==> config.mk <==
export PLATFORM = sky130hd
export DESIGN_NAME = accel_sequencer_flat
export DESIGN_NICKNAME = d
export VERILOG_FILES = /design/src/rtl/accel_sequencer_pkg.sv /design/src/rtl/accel_sequencer_if.sv /design/src/rtl/accel_phase_counter.sv /design/src/rtl/accel_sequencer.sv /design/src/flat_wrapper.sv
export SDC_FILE = /design/constraint.sdc
export NUM_CORES = 1
export LEC_CHECK = 0
export CAP_MARGIN = 20
export CORE_ASPECT_RATIO = 2
export CORE_MARGIN = 5
export CORE_UTILIZATION = 25
export DETAILED_ROUTE_END_ITERATION = 6
export RECOVER_POWER = 50
export SLEW_MARGIN = 0
export SYNTH_ARGS = -nofsm -noshare
export SYNTH_HDL_FRONTEND = slang
export SYNTH_SLANG_ARGS = --single-unit
==> constraint.sdc <==
create_clock -name clk -period 2 [get_ports clk]
set_input_delay 0.2 -clock clk [delete_from_list [all_inputs] [get_ports clk]]
set_output_delay 0.2 -clock clk [all_outputs]
set_load 0.005 [all_outputs]
==> src/rtl/accel_sequencer_pkg.sv <==
// Shared configuration for the accelerator sequencer: array geometry,
// default pipeline latency, FSM state encoding and latched tile flags.
package accel_sequencer_pkg;

  localparam int unsigned ARRAYWIDTH = 8;
  localparam int unsigned DATASIZE   = 8;

  // Activation-to-first-result latency of the systolic array.
  function automatic int unsigned default_pipe_lat(input int unsigned array_w);
    return 2 * array_w;
  endfunction

  typedef enum logic [2:0] {
    ST_IDLE   = 3'd0,
    ST_WLOAD  = 3'd1,
    ST_WWRITE = 3'd2,
    ST_ALOAD  = 3'd3,
    ST_STREAM = 3'd4,
    ST_DRAIN  = 3'd5,
    ST_DONE   = 3'd6
  } seq_state_e;

  typedef struct packed {
    logic relu;
    logic acc;
    logic first;
  } tile_flags_t;

endpackage

==> src/rtl/accel_sequencer_if.sv <==
// Control bundle between the tile issuer and the accelerator sequencer.
interface accel_sequencer_if #(
  parameter int unsigned ROWS_W = 8
);
  logic              start;
  logic              abort;
  logic [ROWS_W-1:0] cfg_rows;
  logic              cfg_relu;
  logic              cfg_acc;
  logic              cfg_first;

  logic busy;
  logic done;
  logic weight_buffer_load_en;
  logic weight_buffer_out_en;
  logic write_weight_en;
  logic input_buffer_load_en;
  logic input_buffer_delay_clear;
  logic input_buffer_out_en;
  logic output_buffer_load_clear;
  logic output_buffer_acc_clear;
  logic output_buffer_load_en;
  logic output_buffer_acc_enable;
  logic output_buffer_out_en;
  logic relu_en;

  modport master (
    output start, abort, cfg_rows, cfg_relu, cfg_acc, cfg_first,
    input  busy, done,
    input  weight_buffer_load_en, weight_buffer_out_en, write_weight_en,
    input  input_buffer_load_en, input_buffer_delay_clear, input_buffer_out_en,
    input  output_buffer_load_clear, output_buffer_acc_clear, output_buffer_load_en,
    input  output_buffer_acc_enable, output_buffer_out_en, relu_en
  );

  modport slave (
    input  start, abort, cfg_rows, cfg_relu, cfg_acc, cfg_first,
    output busy, done,
    output weight_buffer_load_en, weight_buffer_out_en, write_weight_en,
    output input_buffer_load_en, input_buffer_delay_clear, input_buffer_out_en,
    output output_buffer_load_clear, output_buffer_acc_clear, output_buffer_load_en,
    output output_buffer_acc_enable, output_buffer_out_en, relu_en
  );

endinterface

==> src/rtl/accel_phase_counter.sv <==
// Down-counter timing each sequencer phase: load, decrement, zero flag.
module accel_phase_counter #(
  parameter int unsigned CNT_W = 9
) (
  input  logic             clk,
  input  logic             rst,
  input  logic             load,
  input  logic             dec,
  input  logic [CNT_W-1:0] load_val,
  output logic [CNT_W-1:0] count,
  output logic             zero_c
);

  always_ff @(posedge clk or posedge rst) begin
    if (rst) begin
      count <= '0;
    end else if (load) begin
      count <= load_val;
    end else if (dec && (count != '0)) begin
      count <= count - CNT_W'(1);
    end
  end

  assign zero_c = (count == '0);

endmodule

==> src/rtl/accel_sequencer.sv <==
// Tile sequencer: walks weight load/write, activation load, stream and drain
// phases, driving the buffer/array/ReLU enables from registered outputs.
module accel_sequencer
  import accel_sequencer_pkg::*;
#(
  parameter int unsigned ARRAY_W  = ARRAYWIDTH,
  parameter int unsigned ROWS_W   = 8,
  parameter int unsigned PIPE_LAT = default_pipe_lat(ARRAY_W)
) (
  input logic         clk,
  input logic         rst,
  accel_sequencer_if.slave bus
);

  // Longest phase is STREAM: cfg_rows + PIPE_LAT cycles at the largest row count.
  localparam int unsigned CNT_W = $clog2((2 ** ROWS_W) + PIPE_LAT);

  seq_state_e        state;
  logic [ROWS_W-1:0] rows_q;
  tile_flags_t       flags_q;

  logic             cnt_load_c;
  logic             cnt_dec_c;
  logic [CNT_W-1:0] cnt_val_c;
  logic [CNT_W-1:0] cnt;
  logic             cnt_zero_c;

  accel_phase_counter #(
    .CNT_W (CNT_W)
  ) u_phase_counter (
    .clk      (clk),
    .rst      (rst),
    .load     (cnt_load_c),
    .dec      (cnt_dec_c),
    .load_val (cnt_val_c),
    .count    (cnt),
    .zero_c   (cnt_zero_c)
  );

  // Counter holds remaining cycles minus one; reloaded at each phase boundary.
  always_comb begin
    cnt_load_c = 1'b0;
    cnt_dec_c  = 1'b0;
    cnt_val_c  = '0;
    unique case (state)
      ST_IDLE: begin
        if (bus.start && (bus.cfg_rows != '0)) begin
          cnt_load_c = 1'b1;
          cnt_val_c  = CNT_W'(ARRAY_W - 1);
        end
      end
      ST_WLOAD: begin
        cnt_load_c = cnt_zero_c;
        cnt_dec_c  = !cnt_zero_c;
        cnt_val_c  = CNT_W'(ARRAY_W - 1);
      end
      ST_WWRITE, ST_STREAM: begin
        cnt_load_c = cnt_zero_c;
        cnt_dec_c  = !cnt_zero_c;
        cnt_val_c  = CNT_W'(rows_q) - CNT_W'(1);
      end
      ST_ALOAD: begin
        cnt_load_c = cnt_zero_c;
        cnt_dec_c  = !cnt_zero_c;
        cnt_val_c  = CNT_W'(rows_q) + CNT_W'(PIPE_LAT) - CNT_W'(1);
      end
      ST_DRAIN: cnt_dec_c = 1'b1;
      default: ;
    endcase
    if (bus.abort && (state != ST_IDLE)) begin
      cnt_load_c = 1'b1;
      cnt_dec_c  = 1'b0;
      cnt_val_c  = '0;
    end
  end

  // State, latched config and registered enables; every enable is a pulse
  // re-asserted each cycle from the state being entered or held.
  always_ff @(posedge clk or posedge rst) begin
    if (rst) begin
      state                        <= ST_IDLE;
      rows_q                       <= '0;
      flags_q                      <= '0;
      bus.busy                     <= 1'b0;
      bus.done                     <= 1'b0;
      bus.weight_buffer_load_en    <= 1'b0;
      bus.weight_buffer_out_en     <= 1'b0;
      bus.write_weight_en          <= 1'b0;
      bus.input_buffer_load_en     <= 1'b0;
      bus.input_buffer_delay_clear <= 1'b0;
      bus.input_buffer_out_en      <= 1'b0;
      bus.output_buffer_load_clear <= 1'b0;
      bus.output_buffer_acc_clear  <= 1'b0;
      bus.output_buffer_load_en    <= 1'b0;
      bus.output_buffer_acc_enable <= 1'b0;
      bus.output_buffer_out_en     <= 1'b0;
      bus.relu_en                  <= 1'b0;
    end else begin
      bus.done                     <= 1'b0;
      bus.weight_buffer_load_en    <= 1'b0;
      bus.weight_buffer_out_en     <= 1'b0;
      bus.write_weight_en          <= 1'b0;
      bus.input_buffer_load_en     <= 1'b0;
      bus.input_buffer_delay_clear <= 1'b0;
      bus.input_buffer_out_en      <= 1'b0;
      bus.output_buffer_load_clear <= 1'b0;
      bus.output_buffer_acc_clear  <= 1'b0;
      bus.output_buffer_load_en    <= 1'b0;
      bus.output_buffer_acc_enable <= 1'b0;
      bus.output_buffer_out_en     <= 1'b0;
      bus.relu_en                  <= 1'b0;

      if (bus.abort && (state != ST_IDLE)) begin
        state    <= ST_IDLE;
        bus.busy <= 1'b0;
      end else begin
        unique case (state)
          ST_IDLE: begin
            if (bus.start) begin
              if (bus.cfg_rows != '0) begin
                state                     <= ST_WLOAD;
                rows_q                    <= bus.cfg_rows;
                flags_q                   <= '{relu: bus.cfg_relu, acc: bus.cfg_acc,
                                               first: bus.cfg_first};
                bus.busy                  <= 1'b1;
                bus.weight_buffer_load_en <= 1'b1;
              end else begin
                bus.done <= 1'b1;
              end
            end
          end
          ST_WLOAD: begin
            if (cnt_zero_c) begin
              state                    <= ST_WWRITE;
              bus.weight_buffer_out_en <= 1'b1;
              bus.write_weight_en      <= 1'b1;
            end else begin
              bus.weight_buffer_load_en <= 1'b1;
            end
          end
          ST_WWRITE: begin
            if (cnt_zero_c) begin
              state                        <= ST_ALOAD;
              bus.input_buffer_load_en     <= 1'b1;
              bus.input_buffer_delay_clear <= 1'b1;
              bus.output_buffer_load_clear <= 1'b1;
              bus.output_buffer_acc_clear  <= flags_q.first;
            end else begin
              bus.weight_buffer_out_en <= 1'b1;
              bus.write_weight_en      <= 1'b1;
            end
          end
          ST_ALOAD: begin
            if (cnt_zero_c) begin
              state                        <= ST_STREAM;
              bus.input_buffer_out_en      <= 1'b1;
              bus.output_buffer_load_en    <= (PIPE_LAT == 0);
              bus.output_buffer_acc_enable <= flags_q.acc && (PIPE_LAT == 0);
            end else begin
              bus.input_buffer_load_en <= 1'b1;
            end
          end
          ST_STREAM: begin
            if (cnt_zero_c) begin
              state                    <= ST_DRAIN;
              bus.output_buffer_out_en <= 1'b1;
              bus.relu_en              <= flags_q.relu;
            end else begin
              // Results arrive once the remaining count drops below the row count.
              bus.input_buffer_out_en      <= 1'b1;
              bus.output_buffer_load_en    <= (cnt <= CNT_W'(rows_q));
              bus.output_buffer_acc_enable <= flags_q.acc && (cnt <= CNT_W'(rows_q));
            end
          end
          ST_DRAIN: begin
            if (cnt_zero_c) begin
              state    <= ST_DONE;
              bus.done <= 1'b1;
            end else begin
              bus.output_buffer_out_en <= 1'b1;
              bus.relu_en              <= flags_q.relu;
            end
          end
          ST_DONE: begin
            state    <= ST_IDLE;
            bus.busy <= 1'b0;
          end
          default: begin
            state    <= ST_IDLE;
            bus.busy <= 1'b0;
          end
        endcase
      end
    end
  end

endmodule
==> src/flat_wrapper.sv <==
// flat-port wrapper written by rule: the top's interface ports become plain ports
module accel_sequencer_flat import accel_sequencer_pkg::*;
#(
  parameter int unsigned ARRAY_W  = ARRAYWIDTH,
  parameter int unsigned ROWS_W   = 8,
  parameter int unsigned PIPE_LAT = default_pipe_lat(ARRAY_W)
)
  (clk, rst, bus_start, bus_abort, bus_cfg_rows, bus_cfg_relu, bus_cfg_acc, bus_cfg_first, bus_busy, bus_done, bus_weight_buffer_load_en, bus_weight_buffer_out_en, bus_write_weight_en, bus_input_buffer_load_en, bus_input_buffer_delay_clear, bus_input_buffer_out_en, bus_output_buffer_load_clear, bus_output_buffer_acc_clear, bus_output_buffer_load_en, bus_output_buffer_acc_enable, bus_output_buffer_out_en, bus_relu_en);
  accel_sequencer_if #(.ROWS_W(ROWS_W)) bus_i ();
  input logic clk;
  input logic rst;
  input wire logic [$bits(bus_i.start)-1:0] bus_start;
  input wire logic [$bits(bus_i.abort)-1:0] bus_abort;
  input wire logic [$bits(bus_i.cfg_rows)-1:0] bus_cfg_rows;
  input wire logic [$bits(bus_i.cfg_relu)-1:0] bus_cfg_relu;
  input wire logic [$bits(bus_i.cfg_acc)-1:0] bus_cfg_acc;
  input wire logic [$bits(bus_i.cfg_first)-1:0] bus_cfg_first;
  output wire logic [$bits(bus_i.busy)-1:0] bus_busy;
  output wire logic [$bits(bus_i.done)-1:0] bus_done;
  output wire logic [$bits(bus_i.weight_buffer_load_en)-1:0] bus_weight_buffer_load_en;
  output wire logic [$bits(bus_i.weight_buffer_out_en)-1:0] bus_weight_buffer_out_en;
  output wire logic [$bits(bus_i.write_weight_en)-1:0] bus_write_weight_en;
  output wire logic [$bits(bus_i.input_buffer_load_en)-1:0] bus_input_buffer_load_en;
  output wire logic [$bits(bus_i.input_buffer_delay_clear)-1:0] bus_input_buffer_delay_clear;
  output wire logic [$bits(bus_i.input_buffer_out_en)-1:0] bus_input_buffer_out_en;
  output wire logic [$bits(bus_i.output_buffer_load_clear)-1:0] bus_output_buffer_load_clear;
  output wire logic [$bits(bus_i.output_buffer_acc_clear)-1:0] bus_output_buffer_acc_clear;
  output wire logic [$bits(bus_i.output_buffer_load_en)-1:0] bus_output_buffer_load_en;
  output wire logic [$bits(bus_i.output_buffer_acc_enable)-1:0] bus_output_buffer_acc_enable;
  output wire logic [$bits(bus_i.output_buffer_out_en)-1:0] bus_output_buffer_out_en;
  output wire logic [$bits(bus_i.relu_en)-1:0] bus_relu_en;
  assign bus_i.start = bus_start;
  assign bus_i.abort = bus_abort;
  assign bus_i.cfg_rows = bus_cfg_rows;
  assign bus_i.cfg_relu = bus_cfg_relu;
  assign bus_i.cfg_acc = bus_cfg_acc;
  assign bus_i.cfg_first = bus_cfg_first;
  assign bus_busy = bus_i.busy;
  assign bus_done = bus_i.done;
  assign bus_weight_buffer_load_en = bus_i.weight_buffer_load_en;
  assign bus_weight_buffer_out_en = bus_i.weight_buffer_out_en;
  assign bus_write_weight_en = bus_i.write_weight_en;
  assign bus_input_buffer_load_en = bus_i.input_buffer_load_en;
  assign bus_input_buffer_delay_clear = bus_i.input_buffer_delay_clear;
  assign bus_input_buffer_out_en = bus_i.input_buffer_out_en;
  assign bus_output_buffer_load_clear = bus_i.output_buffer_load_clear;
  assign bus_output_buffer_acc_clear = bus_i.output_buffer_acc_clear;
  assign bus_output_buffer_load_en = bus_i.output_buffer_load_en;
  assign bus_output_buffer_acc_enable = bus_i.output_buffer_acc_enable;
  assign bus_output_buffer_out_en = bus_i.output_buffer_out_en;
  assign bus_relu_en = bus_i.relu_en;
  accel_sequencer #(.ARRAY_W(ARRAY_W), .ROWS_W(ROWS_W), .PIPE_LAT(PIPE_LAT)) u_core (.clk(clk), .rst(rst), .bus(bus_i));
endmodule
# == Word level (Yosys, flattened, before mapping) ==
# Cells that the tools add are included.
# Widths: inputs -> output; s select.
# word_totals
ram_bits,0
latch_bits,0
in_bits,15
word_cells,110
mem_bits_ro,0
memories,0
reg_bits,35
# classes
order_cmp,1
n_div,0
shifts,0
n_addsub,4
bitwise,1
n_reduce_logical,17
muxes,56
n_eq_ne,13
multipliers,0
# op_table
operator,count
$pmux 9 s4,1
$mux 1,32
$mux 3,9
$mux 9,3
$pmux 1 s2,10
$ne 3x1->1 const B,6
$pmux 3 s6,1
$sub 9x1->9 const B,2
$add 8x5->9 const B,1
$le 9x8->1,1
$logic_not 9->1,1
$reduce_bool 9->1,1
$sub 8x1->9 const B,1
$reduce_bool 8->1,1
$reduce_and 7->1,1
$eq 3x2->1 const B,2
$eq 3x3->1 const B,2
$reduce_or 5->1,1
$logic_and 1x1->1,4
$reduce_and 4->1,1
$reduce_or 4->1,1
$eq 3x1->1 const B,1
$logic_not 3->1,1
$ne 3x2->1 const B,1
7 further kinds,7

# == Logic depth before layout (Yosys ltp) ==
# logic_depth
word_depth,7
depth_mapped,8

# == Hierarchy ==
# From an unflattened synthesis, not the netlist that was laid out.
# hier_totals
cells_unflattened,295
area_unflattened_um2,2436.1
# by_module_without_submodules
mod,area_each_um2,n_inst,cells_each,seq_area_each_um2
accel_sequencer,1839.3,1,226,650.6
accel_phase_counter,596.8,1,69,225.2

# == Worst setup path before layout ==
# No wires, ideal clock.
# synth_timing
path_kind,reg-to-reg
start,register u_core.rows_q[0]
end,register u_core.u_phase_counter.count[6]
stages_incl_launch_ff,9
arrival_ps,2073
path_buffers,1
setup_time_ps,87
period_less_slack_ps,2160
setup_slack_ps,-160
required_ps,1913
cell_sequence,dfrtp_1 -> inv_1 -> ha_1 -> or3b_1 -> buf_6 -> nand4b_4 -> mux4_2 -> and3_1 -> a211oi_2
# synth_via
elab_chain_cells,5
# synth_lines
element,line,source
from (decl),accel_sequencer.sv:19,logic [ROWS_W-1:0] rows_q;
from (signal assigned),accel_sequencer.sv:122,rows_q <= bus.cfg_rows;
$add 8x5->9,accel_sequencer.sv:65,cnt_val_c = CNT_W'(rows_q) + CNT_W'(PIPE_LAT) - CNT_W'(1);
$sub 9x1->9,accel_sequencer.sv:65,
$pmux 9 s4 *,accel_sequencer.sv:45,unique case (state)
$mux 9 *,accel_sequencer.sv:70,if (bus.abort && (state != ST_IDLE)) begin
$mux 9 *,accel_phase_counter.sv:17,end else if (load) begin
to (signal assigned),accel_phase_counter.sv:18,count <= load_val;
to (signal assigned),accel_phase_counter.sv:20,count <= count - CNT_W'(1);
to (decl),accel_phase_counter.sv:10,"output logic [CNT_W-1:0] count,"
# Every way passes the cells marked *; elsewhere a longest branch is shown, timed or not.
# A chain may end at the register's enable or synchronous reset.

# == Worst setup path after layout ==
# layout_timing
start,register u_core.rows_q[1]
end,register u_core.u_phase_counter.count[6]
# The elaborated chain is that of the path after synthesis.

==> reports/metrics.yaml <==
worst_setup_path:
  start_kind: "flip-flop"
  r2r_start: "u_core.rows_q[1]"
  setup.worst_path.end_class: "flip-flop"
  crit_type: "flip-flop to flip-flop"
  cp.arrival_ps: 2230
  crit_start: "u_core.rows_q[1]"
  worst-path-max-fanout: 3
  required_ps: 2200
global_routing:
  track_usage: 0.131
  grt_pass1_vias: 2313
  grt_pass1_wl_um: 11400
  grt_overflow: 0
  antenna_found_initial: 0
  grt_start_max_net_pins: 36
synth:
  yosysWarnings: 0
  syn-mean-instance-area_um2: 9.53
  async_flop_share: 1.00
  syn_inst: 241
  synth.most_common_cell: "dfrtp_1"
  synth_nets: 267
  synthTopCellsByCount: "dfrtp_1 (35), a21oi_1 (18), inv_1 (15), nand2_1 (15), nor2_1 (14)"
  synth_edf_count: 0
  synth-seq-cells: 35
  seq_area_frac_synth: 0.381
  synth_cell_type_count: 59
  yosys.area.top_type: "dfrtp_1"
  yosys-top-cells-area: "dfrtp_1 (38%), ha_1 (6.0%), a21oi_1 (3.9%)"
  synth-main-ff-cell: "dfrtp_1"
  syn_area_um2: 2300
  synth.top_cell.area_share: 0.381
sta:
  max_slew_margin: 0.392
  fmax_mhz: 492
  whs_ps: 470
  finClkSkew_ps: 6.33
  rsz0062_at_grt: "yes"
  setup_viol: 1
  min_period_ps: 2030
  tightest_slew_ps: 911
  fin_ws_ps: -32.3
  period_share: 1.02
  drv_slew: 0
  hold_viol: 0
min_path:
  worstHoldStart: "u_core.flags_q[0]"
  min_path_type: "flip-flop to flip-flop"
floorplanning:
  start_util: 0.255
  die-area_um2: 11300
  die-height_um: 146
  core.rowCount: 49
  ioPinCount: 29
  die_x_um: 77.8
  design.core.area_um2: 9010
clock_network:
  cts.hold.buffers_added: 0
  clock_latency_ps: 280
  cts_sinks: 35
  cts-buffers-inserted: 5
  h-tree-depth: 2
  cts.path.max_buffers: 2
  path_clk_slew_ps: 60
  cts_tree: "built"
  cts-root-buf: "clkbuf_16"
job:
  drv_cap: 0
placed_design:
  dp_hpwl_um: 5850
  port_buffers: 28
  dpl.cell_count: 410
  gp_congestion: 0.879
route:
  routed_wl_um: 7280
  vias_per_cell: 5.15
  num_vias: 2168
  remaining_drc_errors: 0
  avgRoutedWirePerCell_um: 17.3
  ant_nets: 0
  dr.pass1.iters: 4
  drt_iter0_drc: 125
status:
  violations: "negative setup slack"
  status: "complete, but fails checks"
finish:
  fillers: 890
  n_antenna_cell: 0
  multi_input_area_um2: 1390
  area_growth_syn_to_layout_pct: 45.6
  seqCellArea_um2: 876
  nets: 344
  instances_no_fill: 421
  drive_above_1_share: 0.323
power_and_ir_drop:
  p_per_area_nw_per_um2: 1040
  peakVddDrop_mv: 0.431
  p_leak_nw: 1.44
[final timing paths]
path,endpoint,slack [ps],cells past startpoint
max in group asynchronous,u_core.flags_q[1],790,3
worst min-delay path,u_core.bus.output_buffer_acc_clear,470,1
worst min register to register,u_core.bus.output_buffer_acc_clear,470,1
min in group asynchronous,u_core.bus.output_buffer_acc_clear,640,3
worst max register to register,u_core.u_phase_counter.count[6],-30,7
worst max-delay path,u_core.u_phase_counter.count[6],-30,7
[stage by stage]
stage	cell area, um^2	util	TNS, ps	setup slack, ps	power, mW
floorplan	2310	-	-49.8	-49.8	1.82
global placement	3020	0.335	-1280	-200	2.40
detailed placement	3020	0.335	-1650	-201	2.43
CTS	3220	0.357	-47.5	-35.4	3.39
global route	3350	0.371	-147	-123	3.70
finish	3350	0.371	-32.3	-32.3	3.48
[layout make-up]
type	instances	share of cell area
clock inverters	2	0.0105
well taps	102	0.0381
flip-flops and latches	35	0.262
clock buffers	6	0.0415
multi-input cells	174	0.415
repair buffers	87	0.217
inverters	15	0.0168
[power by group]
group / total [mW] / internal, mW / switching [mW]
clock network: 0.907 / 0.619 / 0.288
logic: 1.55 / 0.762 / 0.785
registers: 1.03 / 0.860 / 0.170
[timing repair]
item	in CTS	in global routing
endpoints found under the setup margin	12	15
buffers inserted	1	2
resized for setup	4	23
pin swaps	0	3
[metal layers]
metal | vias to the layer above | track usage | routed length (um)
met5 | - | 0 | 0
met2 | 60 | 0.254 | 4320
met3 | 25 | 0.0136 | 155
li1 | 1033 | - | -
met1 | 1050 | 0.107 | 2210
met4 | 0 | 0.122 | 601
[layout by cell type, fill, tap and decap left out, types with 6 or more instances in the layout]
master and n:
a21oi_1 17, inv_1 11, clkdlybuf4s50_1 21, nor2_1 13, xnor2_1 6, o21ai_1 12
dlygate4sd3_1 7, buf_4 57, nand2_1 14, nand3_1 7, nand2b_1 6, ha_1 8
dfrtp_1 35
[state kept, by name, summed over array words and instances (netlist names), 3 cells and up]
register,count
u_core.flags_q,3
u_core.u_phase_counter.count,9
u_core.rows_q,8
u_core.state,3
[cell families (layout without fill, tap and decap cells)]
kind of cell,count (synthesis),count (layout),share of synthesized area
AND/OR/NAND/NOR,84,84,0.216
AO/OA/AOI/OAI,61,61,0.181
flip-flops,35,35,0.381
buffers and inverters,32,110,0.0784
adder cells (fa/ha/maj),11,11,0.0599
XOR/XNOR,10,10,0.0414
multiplexers,8,8,0.0425
[critical path: stages (launching register included)]
cell      delay, ps
dfrtp_1         390
inv_2           100
ha_4            130
or3b_4          370
nand4b_4        170
mux4_2          480
and3_4          170
a211oi_2        140
Power figures use the tool's default switching activity.
==> RTL edit (same settings) <==
The 7 states of `seq_state_e` get a one-hot encoding in 7 bits.
--- a/src/rtl/accel_sequencer_pkg.sv
+++ b/src/rtl/accel_sequencer_pkg.sv
@@ -10,14 +10,14 @@
     return 2 * array_w;
   endfunction
 
-  typedef enum logic [2:0] {
-    ST_IDLE   = 3'd0,
-    ST_WLOAD  = 3'd1,
-    ST_WWRITE = 3'd2,
-    ST_ALOAD  = 3'd3,
-    ST_STREAM = 3'd4,
-    ST_DRAIN  = 3'd5,
-    ST_DONE   = 3'd6
+  typedef enum logic [6:0] {
+    ST_IDLE   = 7'b0000001,
+    ST_WLOAD  = 7'b0000010,
+    ST_WWRITE = 7'b0000100,
+    ST_ALOAD  = 7'b0001000,
+    ST_STREAM = 7'b0010000,
+    ST_DRAIN  = 7'b0100000,
+    ST_DONE   = 7'b1000000
   } seq_state_e;
 
   typedef struct packed {
Check against the original RTL: no difference found for any inputs over 10 cycles, from zero or initial values and one cycle with rst high; not proved beyond that.
==> RTL edit against the original RTL <==
- the flow still finishes with violations (negative setup slack)
- clock skew shrank 0.0034 ns
- synthesized cell count up 14%
- area after synthesis increased by 11%
- via count is 24% higher
- sequential share of layout area shrank 2.5 points
- sequential cell count up 4
- setup slack worse by 0.056 ns
- design area is 24% higher
- wire length increased by 27%
- critical path type unchanged
Power is not compared: it rests on default switching activity, and its combinational part moved more than twofold at a synthesized area within 25%.
==> RTL edit: results (changes against the original RTL) <==
Cells and area
  – Biggest registers after layout: u_core.u_phase_counter.count (9), u_core.rows_q (8), u_core.state (7)
  – Net count, final: 410 (+19%)
  – Layout cell share with drive strength beyond 1: 42.1% (+9.8 points)

Routing
  – Vias per inst: 5.19 (+0.75%)
  – Total number of vias: 2698 (+24%)
  – Detailed-routing iteration count for the pre-antenna-repair pass: 4 (unchanged)
  – Routed length per placed instance: 17.8 um (+2.7%)
  – Number of DRC markers after the initial detailed-route iteration: 136 (+8.8%)

Critical path
  – Worst Setup EP: u_core.u_phase_counter.count[1]
  – Critical-path maximum fanout: 4 (+1)
  – Worst path arrival time: 2.26 ns (+0.03 ns)
  – Number of cells traversed by the worst register-to-register path: 7 (unchanged)
  – Slowest-stage cell, CP: sky130_fd_sc_hd__or4_4
  – Slowest Stage Delay on Critical Path: 0.57 ns (+0.09 ns)
  – Classification of the worst setup path: register to register
  – Origin of the critical flop-to-flop path: u_core.u_phase_counter.count[3]

STA
  – Hold Worst Slack: 0.437 ns (-0.0337 ns)
  – Max-slew headroom at the worst pin: 32.0% (-7.2 points)
  – Worst-case clock skew: 0.00289 ns (-0.00344 ns)
  – Sum of negative setup slack: -0.757 ns (-0.724 ns)
  – Final number of setup-violating endpoints: 13 (+12)
  – Post-layout worst setup margin: -0.0882 ns (-0.0559 ns)

Place
  – Global placer's final weighted congestion: 0.919 (+4.6%)
  – Placed cell count: 485 (+18%)
  – Post-detailed-placement half-perimeter wirelength: 6.72 mm (+15%)
  – Setup slack at placement: -0.286 ns (-0.0850 ns)
  – Placed Area: 0.00338 sq mm (+12%)

Power and ir drop
  – Total design power: approximately 0.0057 W

Synth
  – Cell types with the largest area share after synthesis: sky130_fd_sc_hd__dfrtp_1, sky130_fd_sc_hd__ha_1, sky130_fd_sc_hd__nand2_1, sky130_fd_sc_hd__o21ai_0, sky130_fd_sc_hd__nor2_1
  – Post-synth net total: 300 (+12%)
  – Post-synthesis instance total: 274 (+14%)
  – Cell types with the highest counts after synthesis: sky130_fd_sc_hd__dfrtp_1, sky130_fd_sc_hd__nand2_1, sky130_fd_sc_hd__nor2_1
  – Number of synthesized flops with an enable pin: 0 (unchanged)
  – Count of different cell masters after synthesis: 62 (+5.1%)
  – Fraction of the yosys area taken by sequential cells: 38.4% (+0.23 points)

Global routing
  – GRT Resource Usage Total: 15.4% (+2.3 points)
  – Vias in the first global route: 2951 (+28%)
  – Wire length of the first global-routing pass: 14.6 mm (+28%)
  – Largest net degree at the start of global routing: 40 (+11%)

CTS
  – Setup bufs post-CTS: 17 (+16)
  – Clock root buffer: sky130_fd_sc_hd__clkbuf_16
  – Number of gates resized after cts: 40 (+36)
  – Clock Pin Slew Worst Setup and Hold Paths: 0.06 ns (about the same)

Min path
  – Worst Hold Path EP: u_core.flags_q[2]
  – Worst hold start: bus_cfg_relu
  – Count of cells along the worst hold path: 3 (+2)
  – Worst hold-check path type: input pin to register

Floorplanning
  – Placeable core region: 0.0101 sq mm (+12%)

Outcome
  – Failing checks: negative setup slack
  – Status: complete, but fails checks
RTL edit: cell families (layout without fill, tap and decap cells):
logic type      count (synthesis)  after routing  synth area share (%)
mux                             1              1                 0.393
compound gates                 72             74                  19.7
simple gates                  115            115                  27.3
buf+inv                        27            136                  5.75
xor+xnor                        9              9                  3.09
flops                          39             39                  38.4
fa+ha+maj                      11             11                  5.40
RTL edit: metal layers:
metal / share of wire, % / vias up / track usage, %
met5: 0 / - / 0
met3: 3.3 / 45 / 2.37
met2: 57 / 93 / 28.8
li1: - / 1241 / -
met4: 9.0 / 0 / 13.6
met1: 31 / 1319 / 12.9
RTL edit: cell type report:
type | instances | area [sq um]
clock buffer | 5 | 125
clock inverter | 3 | 43.8
fill | 972 | 5930
inverter | 13 | 48.8
sequential | 39 | 983
timing repair buffer | 115 | 978
multi-input combinational | 210 | 1800
tap | 135 | 169
